<file path="src/rtl/flash_pkg.sv">
// flash_pkg: flash command opcodes, sequencer state encodings and sizing helper
package flash_pkg;
    localparam logic [7:0] CMD_WREN = 8'h06;
    localparam logic [7:0] CMD_BE   = 8'hC7;
    localparam logic [1:0] IDLE     = 2'd0;
    localparam logic [1:0] WREN_FRM = 2'd1;
    localparam logic [1:0] GAP      = 2'd2;
    localparam logic [1:0] BE_FRM   = 2'd3;
    localparam logic [1:0] PH_SETUP = 2'd0;
    localparam logic [1:0] PH_SHIFT = 2'd1;
    localparam logic [1:0] PH_HOLD  = 2'd2;

    function automatic int max4(input int a, input int b, input int c, input int d);
        int m;
        m = a;
        if (b > m) m = b;
        if (c > m) m = c;
        if (d > m) m = d;
        return m;
    endfunction
endpackage

</file>
<file path="src/rtl/spi_byte_tx.sv">
// spi_byte_tx: mode-0 MSB-first byte shifter; load presets mosi to bit7, start begins clocking
module spi_byte_tx #(
    parameter int CLK_DIV = 2
) (
    input  logic       sys_clk,
    input  logic       sys_rst_n,
    input  logic       load,
    input  logic       start,
    input  logic [7:0] data,
    output logic       sck,
    output logic       mosi,
    output logic       byte_done
);
    localparam int DW = $clog2(CLK_DIV + 1);
    localparam logic [DW-1:0] DIV_END = DW'(CLK_DIV - 1);

    logic [6:0]    sr;
    logic [DW-1:0] cnt;
    logic [2:0]    bits;
    logic          active;

    // asserted in the cycle before the final sck fall so the caller can start its hold count on that edge
    assign byte_done = active && sck && cnt == DIV_END && bits == 3'd7;

    always_ff @(posedge sys_clk or negedge sys_rst_n) begin
        if (!sys_rst_n) begin
            sr     <= '0;
            cnt    <= '0;
            bits   <= '0;
            active <= 1'b0;
            sck    <= 1'b0;
            mosi   <= 1'b0;
        end else begin
            if (load) begin
                sr   <= data[6:0];
                mosi <= data[7];
            end
            if (start) begin
                active <= 1'b1;
                cnt    <= '0;
                bits   <= '0;
            end else if (active) begin
                if (cnt != DIV_END) begin
                    cnt <= cnt + 1'b1;
                end else begin
                    cnt <= '0;
                    sck <= !sck;
                    if (sck) begin
                        if (bits == 3'd7) begin
                            active <= 1'b0;
                        end else begin
                            bits <= bits + 1'b1;
                            sr   <= {sr[5:0], 1'b0};
                            mosi <= sr[6];
                        end
                    end
                end
            end
        end
    end
endmodule

</file>
<file path="src/rtl/flash_be_ctrl.sv">
// flash_be_ctrl: on key_flag issues WREN then BE to a SPI NOR flash in separate chip-select frames
module flash_be_ctrl
    import flash_pkg::*;
#(
    parameter int CLK_DIV  = 2,
    parameter int CS_SETUP = 2,
    parameter int CS_HOLD  = 2,
    parameter int CS_GAP   = 4
) (
    input  logic sys_clk,
    input  logic sys_rst_n,
    input  logic key_flag,
    output logic cs_n,
    output logic sck,
    output logic mosi,
    output logic busy,
    output logic done
);
    localparam int CW = $clog2(max4(CLK_DIV, CS_SETUP, CS_HOLD, CS_GAP) + 1);
    localparam logic [CW-1:0] SETUP_END = CW'(CS_SETUP - 1);
    localparam logic [CW-1:0] HOLD_END  = CW'(CS_HOLD - 1);
    localparam logic [CW-1:0] GAP_END   = CW'(CS_GAP - 1);

    logic [1:0]    state, phase;
    logic [CW-1:0] cnt;
    logic [7:0]    load_data;
    logic          in_frame, go, frame_end, start, load, byte_done;

    // a request landing on the done cycle is dropped: the sequence counts as still finishing
    always_comb begin
        in_frame  = state == WREN_FRM || state == BE_FRM;
        go        = state == IDLE && key_flag && !done;
        frame_end = in_frame && phase == PH_HOLD && cnt == HOLD_END;
        start     = in_frame && phase == PH_SETUP && cnt == SETUP_END;
        load      = go || (state == GAP && cnt == GAP_END) || frame_end;
        load_data = state == IDLE ? CMD_WREN : state == GAP ? CMD_BE : 8'h00;
    end

    always_ff @(posedge sys_clk or negedge sys_rst_n) begin
        if (!sys_rst_n) begin
            state <= IDLE;
            phase <= PH_SETUP;
            cnt   <= '0;
            cs_n  <= 1'b1;
            busy  <= 1'b0;
            done  <= 1'b0;
        end else begin
            done <= 1'b0;
            if (go) begin
                state <= WREN_FRM;
                phase <= PH_SETUP;
                cnt   <= '0;
                cs_n  <= 1'b0;
                busy  <= 1'b1;
            end else if (state == GAP) begin
                if (cnt == GAP_END) begin
                    state <= BE_FRM;
                    phase <= PH_SETUP;
                    cnt   <= '0;
                    cs_n  <= 1'b0;
                end else begin
                    cnt <= cnt + 1'b1;
                end
            end else if (in_frame) begin
                if (phase == PH_SETUP) begin
                    if (start) begin
                        phase <= PH_SHIFT;
                        cnt   <= '0;
                    end else begin
                        cnt <= cnt + 1'b1;
                    end
                end else if (phase == PH_SHIFT) begin
                    if (byte_done) phase <= PH_HOLD;
                end else if (frame_end) begin
                    cs_n  <= 1'b1;
                    cnt   <= '0;
                    state <= state == WREN_FRM ? GAP : IDLE;
                    busy  <= state == WREN_FRM;
                    done  <= state == BE_FRM;
                end else begin
                    cnt <= cnt + 1'b1;
                end
            end
        end
    end

    spi_byte_tx #(.CLK_DIV(CLK_DIV)) u_tx (
        .sys_clk   (sys_clk),
        .sys_rst_n (sys_rst_n),
        .load      (load),
        .start     (start),
        .data      (load_data),
        .sck       (sck),
        .mosi      (mosi),
        .byte_done (byte_done)
    );
endmodule

</file>
<file path="config.mk">
export PLATFORM = sky130hd
export DESIGN_NAME = flash_be_ctrl
export DESIGN_NICKNAME = d
export VERILOG_FILES = /design/src/rtl/flash_pkg.sv /design/src/rtl/spi_byte_tx.sv /design/src/rtl/flash_be_ctrl.sv
export SDC_FILE = /design/constraint.sdc
export NUM_CORES = 1
export LEC_CHECK = 0
export BUFFER_PORTS_ARGS = -buffer_cell sky130_fd_sc_hd__buf_2
export CAP_MARGIN = 20
export CORE_UTILIZATION = 36
export DETAILED_ROUTE_END_ITERATION = 12
export MAX_ROUTING_LAYER = met4
export SYNTH_ARGS = -nofsm -noshare
export SYNTH_HDL_FRONTEND = slang
export SYNTH_HIERARCHICAL = 1
export SYNTH_SLANG_ARGS = --single-unit
</file>
<file path="constraint.sdc">
create_clock -name sys_clk -period 3 [get_ports sys_clk]
set_input_delay 0.6 -clock sys_clk [delete_from_list [all_inputs] [get_ports sys_clk]]
set_output_delay 0.6 -clock sys_clk [all_outputs]
set_load 0.005 [all_outputs]
</file>
# --- Word level (Yosys, flattened, before mapping) ---
# Cells that the tools add are included.
totals:
  reg_bits: 25
  in_bits: 3
  out_inout_bits: 5
  wordCells: 138
op_classes:
  addsub: 3
  n_eq_ne: 20
  n_mux: 70
  bitwise: 2
  reduce_logical: 31
op_table:
  columns: ["cell", "n"]
  rows:
  - ["7-bit two-way mux", 6]
  - ["3-bit two-way mux", 13]
  - ["2-bit two-way mux", 19]
  - ["1-bit two-way mux", 30]
  - ["8-bit two-way mux", 2]
  - ["5-bit AND reduction", 3]
  - ["1-bit logical AND", 10]
  - ["2-bit != test, second input constant", 5]
  - ["2-bit nonzero test", 4]
  - ["4-bit nonzero test", 2]
  - ["3-bit by 1-bit adder with 3-bit output, second input constant", 2]
  - ["2-bit by 1-bit == test with 1-bit output, second input constant", 3]
  - ["2-bit == test, second input constant", 3]
  - ["3-bit by 2-bit != test with 1-bit output, second input constant", 2]
  - ["3-bit nonzero test", 2]
  - ["2-bit zero test", 2]
  - ["4-bit by 3-bit != test with 1-bit output, second input constant", 1]
  - ["4-bit != test, second input constant", 1]
  - ["4-bit AND reduction", 1]
  - ["3-bit by 1-bit == test with 1-bit output, second input constant", 1]
  - ["3-bit by 2-bit == test with 1-bit output, second input constant", 1]
  - ["3-bit == test, second input constant", 1]
  - ["1-bit logical OR", 3]
  - ["3-bit != test, second input constant", 1]
  - ["6 further kinds", 8]

# --- Longest topological paths before layout ---
# Gate-level depths: netlist (run 1).
depth:
  depth_word: 11
  ltp_mapped: 9
  mapped_depth_nobuf: 7

# --- Modules after synthesis ---
# Netlist (run 1), hierarchy kept.
modules_own_cells:
  columns: ["mod", "n_inst", "cells_per_inst", "area_each_um2", "seq_area_each_um2"]
  rows:
  - ["spi_byte_tx", 1, 58, 778.2, 375.4]
  - ["flash_be_ctrl", 1, 72, 674.4, 251.5]

# --- Worst setup path after synthesis (run 1) ---
# Ideal clock, no wire load.
synth_path:
  path_kind: "reg2reg"
  start: "register state[0]"
  end: "register u_tx.mosi"
  setup_ns: 0.125
  t_arrival_ns: 1.942
  required_time_ns: 2.875
  path_slack_ns: 0.933
  path_stages_with_launch: 9
  synth_period_minus_slack_ns: 2.067
  path_cell_list: "dfrtp_1 > ha_1 > or2_1 > buf_6 > and3_4 > nand3b_1 > buf_4 > mux2_2 > mux2_4"
synth_between:
  elab_chain_cells: 11
  word_cells_on_any_way: 22
  cone_classes: "3 x eq/ne; 8 x mux; 11 x reduce/logical"
synth_rtl:
  columns: ["item", "line", "rtl"]
  rows:
  - ["start: declaration", "flash_be_ctrl.sv:24", "logic [1:0] state, phase;"]
  - ["start signal: assignment", "flash_be_ctrl.sv:77", "state <= state == WREN_FRM ? GAP : IDLE;"]
  - ["2-bit by 1-bit == test with 1-bit output (tied with other cells)", "flash_be_ctrl.sv:31", "in_frame = state == WREN_FRM || state == BE_FRM;"]
  - ["1-bit logical OR / 1-bit logical AND (equally long branches)", "flash_be_ctrl.sv:31, flash_be_ctrl.sv:32", null]
  - ["1-bit logical AND (on tied branches)", "flash_be_ctrl.sv:33, flash_be_ctrl.sv:32", null]
  - ["1-bit logical AND / 1-bit logical OR (equally long branches)", "flash_be_ctrl.sv:33, flash_be_ctrl.sv:35", null]
  - ["1-bit logical OR (*)", "flash_be_ctrl.sv:35", "load = go || (state == GAP && cnt == GAP_END) || frame_end;"]
  - ["net load", "flash_be_ctrl.sv:27", "logic in_frame, go, frame_end, start, load, byte_done;"]
  - ["1-bit two-way mux (*)", "spi_byte_tx.sv:34", "if (load) begin"]
  - ["1-bit two-way mux", "spi_byte_tx.sv:49", "if (bits == 3'd7) begin"]
  - ["1-bit two-way mux", "spi_byte_tx.sv:48", "if (sck) begin"]
  - ["1-bit two-way mux", "spi_byte_tx.sv:43", "if (cnt != DIV_END) begin"]
  - ["1-bit two-way mux", "spi_byte_tx.sv:42", "end else if (active) begin"]
  - ["1-bit two-way mux (*)", "spi_byte_tx.sv:38", "if (start) begin"]
  - ["end signal: assignment", "spi_byte_tx.sv:36", "mosi <= data[7];"]
  - ["end signal: assignment", "spi_byte_tx.sv:54", "mosi <= sr[6];"]
  - ["end: declaration", "spi_byte_tx.sv:11", "output logic mosi,"]
# Mark *: on every way through the listed nets, which the timed path passes. The rest lies on a longest branch.
# A chain may end at the register's enable or synchronous reset.

# --- Final worst setup path (run 1) ---
layout_path:
  start: "register state[0]"
  end: "register u_tx.mosi"
layout_between:
  word_cells_on_any_way: 22
  cone_classes: "3 x eq/ne; 8 x mux; 11 x reduce/logical"
layout_rtl:
  columns: ["item", "line", "rtl"]
  rows:
  - ["2-bit by 1-bit == test with 1-bit output / 2-bit == test (equally long branches)", "flash_be_ctrl.sv:31", null]
  - ["1-bit logical OR (*)", "flash_be_ctrl.sv:31", null]
  - ["1-bit logical AND (*) (2 in a row)", "flash_be_ctrl.sv:34", "start = in_frame && phase == PH_SETUP && cnt == SETUP_END;"]
  - ["net start", "flash_be_ctrl.sv:27", null]
  - ["1-bit two-way mux (*)", "spi_byte_tx.sv:38", null]
# Marked as above.

==> flow_metrics.py, run 1 <==
metrics = {
    "critical_path": {
        "criticalPathCategory": "flip-flop to flip-flop",
        "worstPathMaxFanout": 12,
        "rr_worst_depth": 7,
        "rr_startpoint": "state[0]",
        "r2r_slack_ns": 0.69,
        "cp.required_ns": 3.16,
        "endpoint_kind": "flip-flop",
        "path_cells": "ha_1 > or2_1 > nand2_1 > nor2_1 > buf_4 > or3_1 > mux2_4",
        "setup.worst_path.end": "u_tx/mosi",
        "start_kind": "flip-flop",
        "critPathSlowestCell": "or3_1",
        "critical_path.startpoint": "state[0]",
        "regToRegEndpoint": "u_tx/mosi",
        "cpPeakStageDelay_ns": 0.55,
        "worst_ep_arrival_time_ns": 2.47,
    },
    "routing": {
        "drt-vias-per-instance": 5.05,
        "vias": 944,
        "first_pass_iters": 4,
        "wl_per_cell_um": 13.2,
        "drc": 0,
        "drtIter0Drc": 46,
        "postRouteAntennaNets": 0,
        "wl_mm": 2.46,
    },
    "clocking": {
        "cts_hold_buf": 0,
        "cts_buffer_depth": 2,
        "cts-resized-gates": 0,
        "clkSlewWorstSetupHoldPaths_ns": 0.09,
        "cts_made_buffers": 3,
        "cts_tree": "done",
        "cts_max_level": 1,
        "post_cts_buffers": 0,
        "clkSinkCount": 25,
        "clock-root-buffer": "clkbuf_8",
        "clock_latency_ns": 0.27,
    },
    "yosys": {
        "ys_seq_elements": 25,
        "ys.flop_type": "dfrtp_1",
        "ys_seq_area_frac": 0.432,
        "synth_warnings": 6,
        "ys_types": 41,
        "synth_edf_count": 0,
        "syn_inst": 130,
        "ys_async_sr_fraction": 1.00,
        "synth.avg_cell_area_sq_um": 11.2,
        "syn_area_sq_um": 1450,
    },
    "layout": {
        "design_area_sq_um": 1560,
        "layout_commonest_cell": "dfrtp_1",
        "layout_common_cells": "dfrtp_1 (24), ha_1 (10), inv_1 (9), nor2_1 (9), mux2_2 (8)",
        "regArea_sq_um": 627,
        "drive_gt1_frac": 0.230,
        "syn_to_final_growth_pct": 7.58,
        "fillers": 369,
        "multiInputGateArea_sq_um": 754,
        "fin_nets": 153,
        "diodes": 0,
    },
    "pwr": {
        "pwr_density_cell_nw_per_um2": 353,
        "leakagePower_nw": 0.680,
        "ir_drop_uv": 239,
    },
    "placed_design": {
        "portBuffers": 7,
        "routabilityCongestion": 0.780,
        "hpwlAfterDp_mm": 1.84,
        "placed_cell_area_sq_um": 1520,
    },
    "grt": {
        "grt_max_degree": 26,
        "grt_pass1_wl_mm": 4.38,
        "overflow": 0,
        "grt_pass1_vias": 994,
        "grt_use_total": 0.136,
        "antenna_found_initial": 0,
    },
    "die": {
        "start_util": 0.385,
        "core.rowCount": 22,
        "io_pins": 8,
        "coreArea_sq_um": 3770,
        "die-area_sq_um": 4290,
        "die_h_um": 65.5,
        "die_w_um": 65.5,
    },
    "timing": {
        "rsz0062_at_grt": "no",
        "max-slew-margin-rel": 0.624,
        "slew_violations": 0,
        "skew_ns": 0.00636,
        "fmax_mhz": 434,
        "period_minus_slack_ns": 2.31,
        "fin_crit_sh": 0.769,
        "hold_viol_final": 0,
        "setup-tns-final_ns": 0,
        "worst_slew_pin_slew_ns": 0.564,
        "setup-violations-final": 0,
    },
    "status": {
        "status": "finished clean",
    },
    "flow_run": {
        "drv_cap": 0,
    },
    "worst_hold_path": {
        "hp-class": "input pin to asynchronous set/reset pin",
    },
}
[synth_stat cells, types with 4 or more instances]
cell type | instances | area [sq um]
mux2_2 | 8 | 90.1
nand2_1 | 5 | 18.8
or3_1 | 4 | 25.0
nand2b_1 | 7 | 43.8
inv_1 | 9 | 33.8
dfrtp_1 | 24 | 601
nor2_1 | 9 | 33.8
ha_1 | 10 | 125
mux2_4 | 7 | 105
[worst min path at each step]
stage | from | to | cells past startpoint | slack (ns)
after detailed placement | cs_n | cs_n | 2 | 0.49
after global routing | sys_rst_n | cnt[1] | 1 | 0.34
after floorplan | sys_rst_n | busy | 0 | 0.30
final | sys_rst_n | cnt[1] | 1 | 0.31
after global placement | cs_n | cs_n | 2 | 0.48
after CTS | sys_rst_n | cnt[1] | 1 | 0.34
[cell families after synthesis]
| family | synth area share |
|---|---|
| multiplexers | 0.156 |
| flip-flops | 0.432 |
| AND/OR/NAND/NOR | 0.177 |
| adder cells (fa/ha/maj) | 0.0861 |
| XOR/XNOR | 0.0121 |
| buffers and inverters | 0.0543 |
| AO/OA/AOI/OAI | 0.0810 |
| other | 0.00258 |
[stage by stage]
stage / hold slack (ns) / instances / setup WS, ns / power, W / utilization
5_1_grt: 0.343 / 187 / 0.586 / 0.000580 / 0.414
3_3_place_gp: 0.479 / 183 / 0.741 / 0.000360 / 0.402
3_5_place_dp: 0.488 / 183 / 0.697 / 0.000361 / 0.402
2_1_floorplan: 0.304 / 132 / 0.933 / 0.000351 / -
4_1_cts: 0.339 / 187 / 0.673 / 0.000565 / 0.414
6_report: 0.312 / 187 / 0.694 / 0.000551 / 0.414
[critical path, delay by kind of cell (launching register included)]
kind,cells,cell delay (ns)
buf+inv,1,0.17
flops,1,0.42
mux,1,0.37
fa+ha+maj,1,0.23
simple gates,4,1.00
[flip-flops by register name (all words and copies together) (netlist names)]
| signal | cells |
|---|---|
| cs_n | 1 |
| done | 1 |
| busy | 1 |
| u_tx/bits | 3 |
| state | 2 |
| u_tx/cnt | 2 |
| u_tx/sr | 7 |
| u_tx/sck | 1 |
| cnt | 3 |
| u_tx/mosi | 1 |
| u_tx/active | 1 |
| phase | 2 |
[layout make-up]
| class | instances | share of cell area |
|---|---|---|
| clock buffers | 4 | 0.0288 |
| inverters | 9 | 0.0216 |
| multi-input cells | 93 | 0.483 |
| flip-flops and latches | 25 | 0.401 |
| well taps | 48 | 0.0384 |
| repair buffers | 8 | 0.0272 |
[where the power goes]
| group | internal, W | leakage [nW] | switching [W] |
|---|---|---|---|
| clock network | 0.0000950 | 0.0228 | 0.000103 |
| logic | 0.00000504 | 0.375 | 0.00000804 |
| registers | 0.000339 | 0.282 | 0.00000116 |
[metal layers]
| layer | track usage | part of all wire | wire length (um) | vias to the layer above |
|---|---|---|---|---|
| met5 | - | 0 | 0 | - |
| met1 | 0.158 | 0.48 | 1170 | 457 |
| met4 | 0.0516 | 0.015 | 38 | 0 |
| met3 | 0.0330 | 0.031 | 77 | 5 |
| li1 | - | - | - | 469 |
| met2 | 0.227 | 0.48 | 1170 | 13 |
Power figures use the tool's default switching activity.
==> inputs of run 2 (changes only) <==
==> constraint.sdc (replaced) <==
create_clock -name sys_clk -period 2.1 [get_ports sys_clk]
set_input_delay 0.42 -clock sys_clk [delete_from_list [all_inputs] [get_ports sys_clk]]
set_output_delay 0.42 -clock sys_clk [all_outputs]
set_load 0.005 [all_outputs]
==> run 2 against run 1 <==
  * Core utilization up 2.9 points
  * Clock power up 45%
  * Critical endpoint is now u_tx/sr[1]
  * Highest routed layer unchanged
  * Largest cell class unchanged
  * Wire length up 15%
  * Maximum frequency up 11%
  * Clock skew up 0.0043 ns
  * Largest power group unchanged
==> flow_metrics.py, run 2 (synthesis results as in run 1) <==
metrics = {
    "die": {
        "coreArea_sq_um": 3770,
        "io_pins": 8,
        "die_h_um": 65.5,
        "core.rowCount": 22,
        "start_util": 0.385,
        "die_w_um": 65.5,
        "die-area_sq_um": 4290,
    },
    "clocking": {
        "cts_max_level": 1,
        "clkSlewWorstSetupHoldPaths_ns": 0.09,
        "cts_buffer_depth": 2,
        "clock-root-buffer": "clkbuf_8",
        "clock_latency_ns": 0.27,
        "cts_tree": "done",
        "cts_made_buffers": 3,
        "cts_hold_buf": 0,
        "clkSinkCount": 25,
    },
    "layout": {
        "diodes": 0,
        "top_regs": "u_tx/sr (7), cnt (3), u_tx/bits (3)",
        "design_area_sq_um": 1670,
        "fillers": 359,
        "fin_nets": 163,
        "regMostFlops": "u_tx/sr",
        "layout_common_cells": "dfrtp_1 (24), buf_4 (10), nor2_1 (9)",
        "layout_commonest_cell": "dfrtp_1",
        "syn_to_final_growth_pct": 15.0,
        "drive_gt1_frac": 0.309,
        "largest_register_ffs": 7,
    },
    "timing": {
        "worst_slew_pin_slew_ns": 0.584,
        "fmax_mhz": 480,
        "period_minus_slack_ns": 2.09,
        "hold_viol_final": 0,
        "setup-violations-final": 0,
        "fin_crit_sh": 0.993,
        "slew_violations": 0,
        "max-slew-margin-rel": 0.611,
        "skew_ns": 0.0106,
        "rsz0062_at_grt": "yes",
    },
    "critical_path": {
        "rr_startpoint": "state[0]",
        "critPathTopFamily": "simple AND/OR/NAND/NOR gates",
        "regToRegEndpoint": "u_tx/sr[1]",
        "r2r_slack_ns": 0.01,
        "worst_ep_arrival_time_ns": 2.24,
        "path_depth": 7,
        "criticalPathCategory": "flip-flop to flip-flop",
        "path_cells": "ha_2 > or2_1 > and3_4 > nand3b_1 > buf_12 > mux2_2 > mux2_4",
        "critical_path.startpoint": "state[0]",
        "endpoint_kind": "flip-flop",
        "cpPeakStageDelay_ns": 0.45,
        "worstPathMaxFanout": 8,
        "critPathSlowestCell": "dfrtp_1",
        "setup.worst_path.end": "u_tx/sr[1]",
        "critPathBufInv": 1,
        "cp.required_ns": 2.25,
        "start_kind": "flip-flop",
        "rr_worst_depth": 7,
    },
    "routing": {
        "wl_mm": 2.84,
        "wl_per_cell_um": 14.4,
        "postRouteAntennaNets": 0,
        "vias": 992,
        "drtIter0Drc": 36,
        "first_pass_iters": 4,
        "drt-vias-per-instance": 5.04,
        "drc": 0,
    },
    "placed_design": {
        "hpwlAfterDp_mm": 2.01,
        "portBuffers": 7,
        "routabilityCongestion": 0.751,
        "placed_cell_area_sq_um": 1580,
    },
    "pwr": {
        "pwr_density_cell_nw_per_um2": 474,
        "p_seq_frac": 0.613,
        "leakagePower_nw": 0.734,
        "p_clk_frac": 0.362,
        "power_frac_comb": 0.024,
        "internal_power_w": 0.000627,
        "ir_drop_uv": 365,
        "p_sw_w": 0.000165,
        "total_power_w": 0.000792,
        "p_sw_frac": 0.209,
    },
    "grt": {
        "grt_max_degree": 26,
        "overflow": 0,
        "antenna_found_initial": 0,
        "grt_pass1_wl_mm": 4.81,
        "grt_pass1_vias": 1055,
        "grt_use_total": 0.152,
    },
    "status": {
        "status": "finished clean",
    },
    "flow_run": {
        "drv_cap": 0,
    },
    "worst_hold_path": {
        "hp-class": "input pin to asynchronous set/reset pin",
    },
}
==> run 2: cell types whose count changed in the layout (fill, tap and decap cells not counted), sizes merged <==
cell | before | now
buf | 8 | 18
==> run 2: area by class of cell <==
type	count	area [sq um]	share of cell area
repair buffers	18	130	0.0779
inverters	9	33.8	0.0202
clock buffers	4	45.0	0.0270
well taps	48	60.1	0.0360
flip-flops and latches	25	627	0.375
multi-input cells	93	774	0.464
==> run 2: metrics by stage <==
step | hold WS, ns | TNS, ns | worst slack [ns] | std cells | util
after global routing | 0.181 | -0.336 | -0.0702 | 197 | 0.443
after global placement | 0.447 | 0 | 0.0549 | 190 | 0.420
after CTS | 0.162 | 0 | 0.00709 | 195 | 0.435
after detailed placement | 0.461 | -0.0269 | -0.0138 | 190 | 0.420
final | 0.137 | 0 | 0.0146 | 197 | 0.443
after floorplan | 0.124 | 0 | 0.0332 | 132 | -
==> run 2: repair_timing <==
item	CTS	global route
resized for setup	1	4
hold endpoints to repair	0	0
pin swaps	0	1
setup buffers	1	2
endpoints found under the setup margin	7	7
==> run 2: worst reg2reg max path, cell delays in order (launching register included) <==
cell	delay (ns)
dfrtp_1	0.45
ha_2	0.22
or2_1	0.24
and3_4	0.19
nand3b_1	0.19
buf_12	0.16
mux2_2	0.26
mux2_4	0.26
==> run 2: how the worst min path moves through the flow <==
| stage | from | end | slack [ns] | depth (start not counted) |
|---|---|---|---|---|
| final | sys_rst_n | cnt[0] | 0.14 | 1 |
| after global routing | sys_rst_n | cnt[1] | 0.18 | 1 |
| after CTS | sys_rst_n | cnt[0] | 0.16 | 1 |
| after detailed placement | sys_rst_n | u_tx/bits[0] | 0.46 | 1 |
| after global placement | sys_rst_n | u_tx/bits[0] | 0.45 | 1 |
| after floorplan | sys_rst_n | busy | 0.12 | 0 |
==> run 2: power groups by stage <==
stage	logic [W]	clock network (W)	registers (W)
finish	0.0000194	0.000287	0.000486
global route	0.0000226	0.000322	0.000486
CTS	0.0000204	0.000301	0.000486
detailed placement	0.0000202	0	0.000495
global placement	0.0000192	0	0.000495
floorplan	0.00000730	0	0.000495
==> run 2: metal layers <==
layer	wire (um)	GRT usage	part of all wire
met5	0	-	0
met4	40	0.0462	0.014
met3	72	0.0365	0.025
met2	1430	0.251	0.50
met1	1300	0.183	0.46
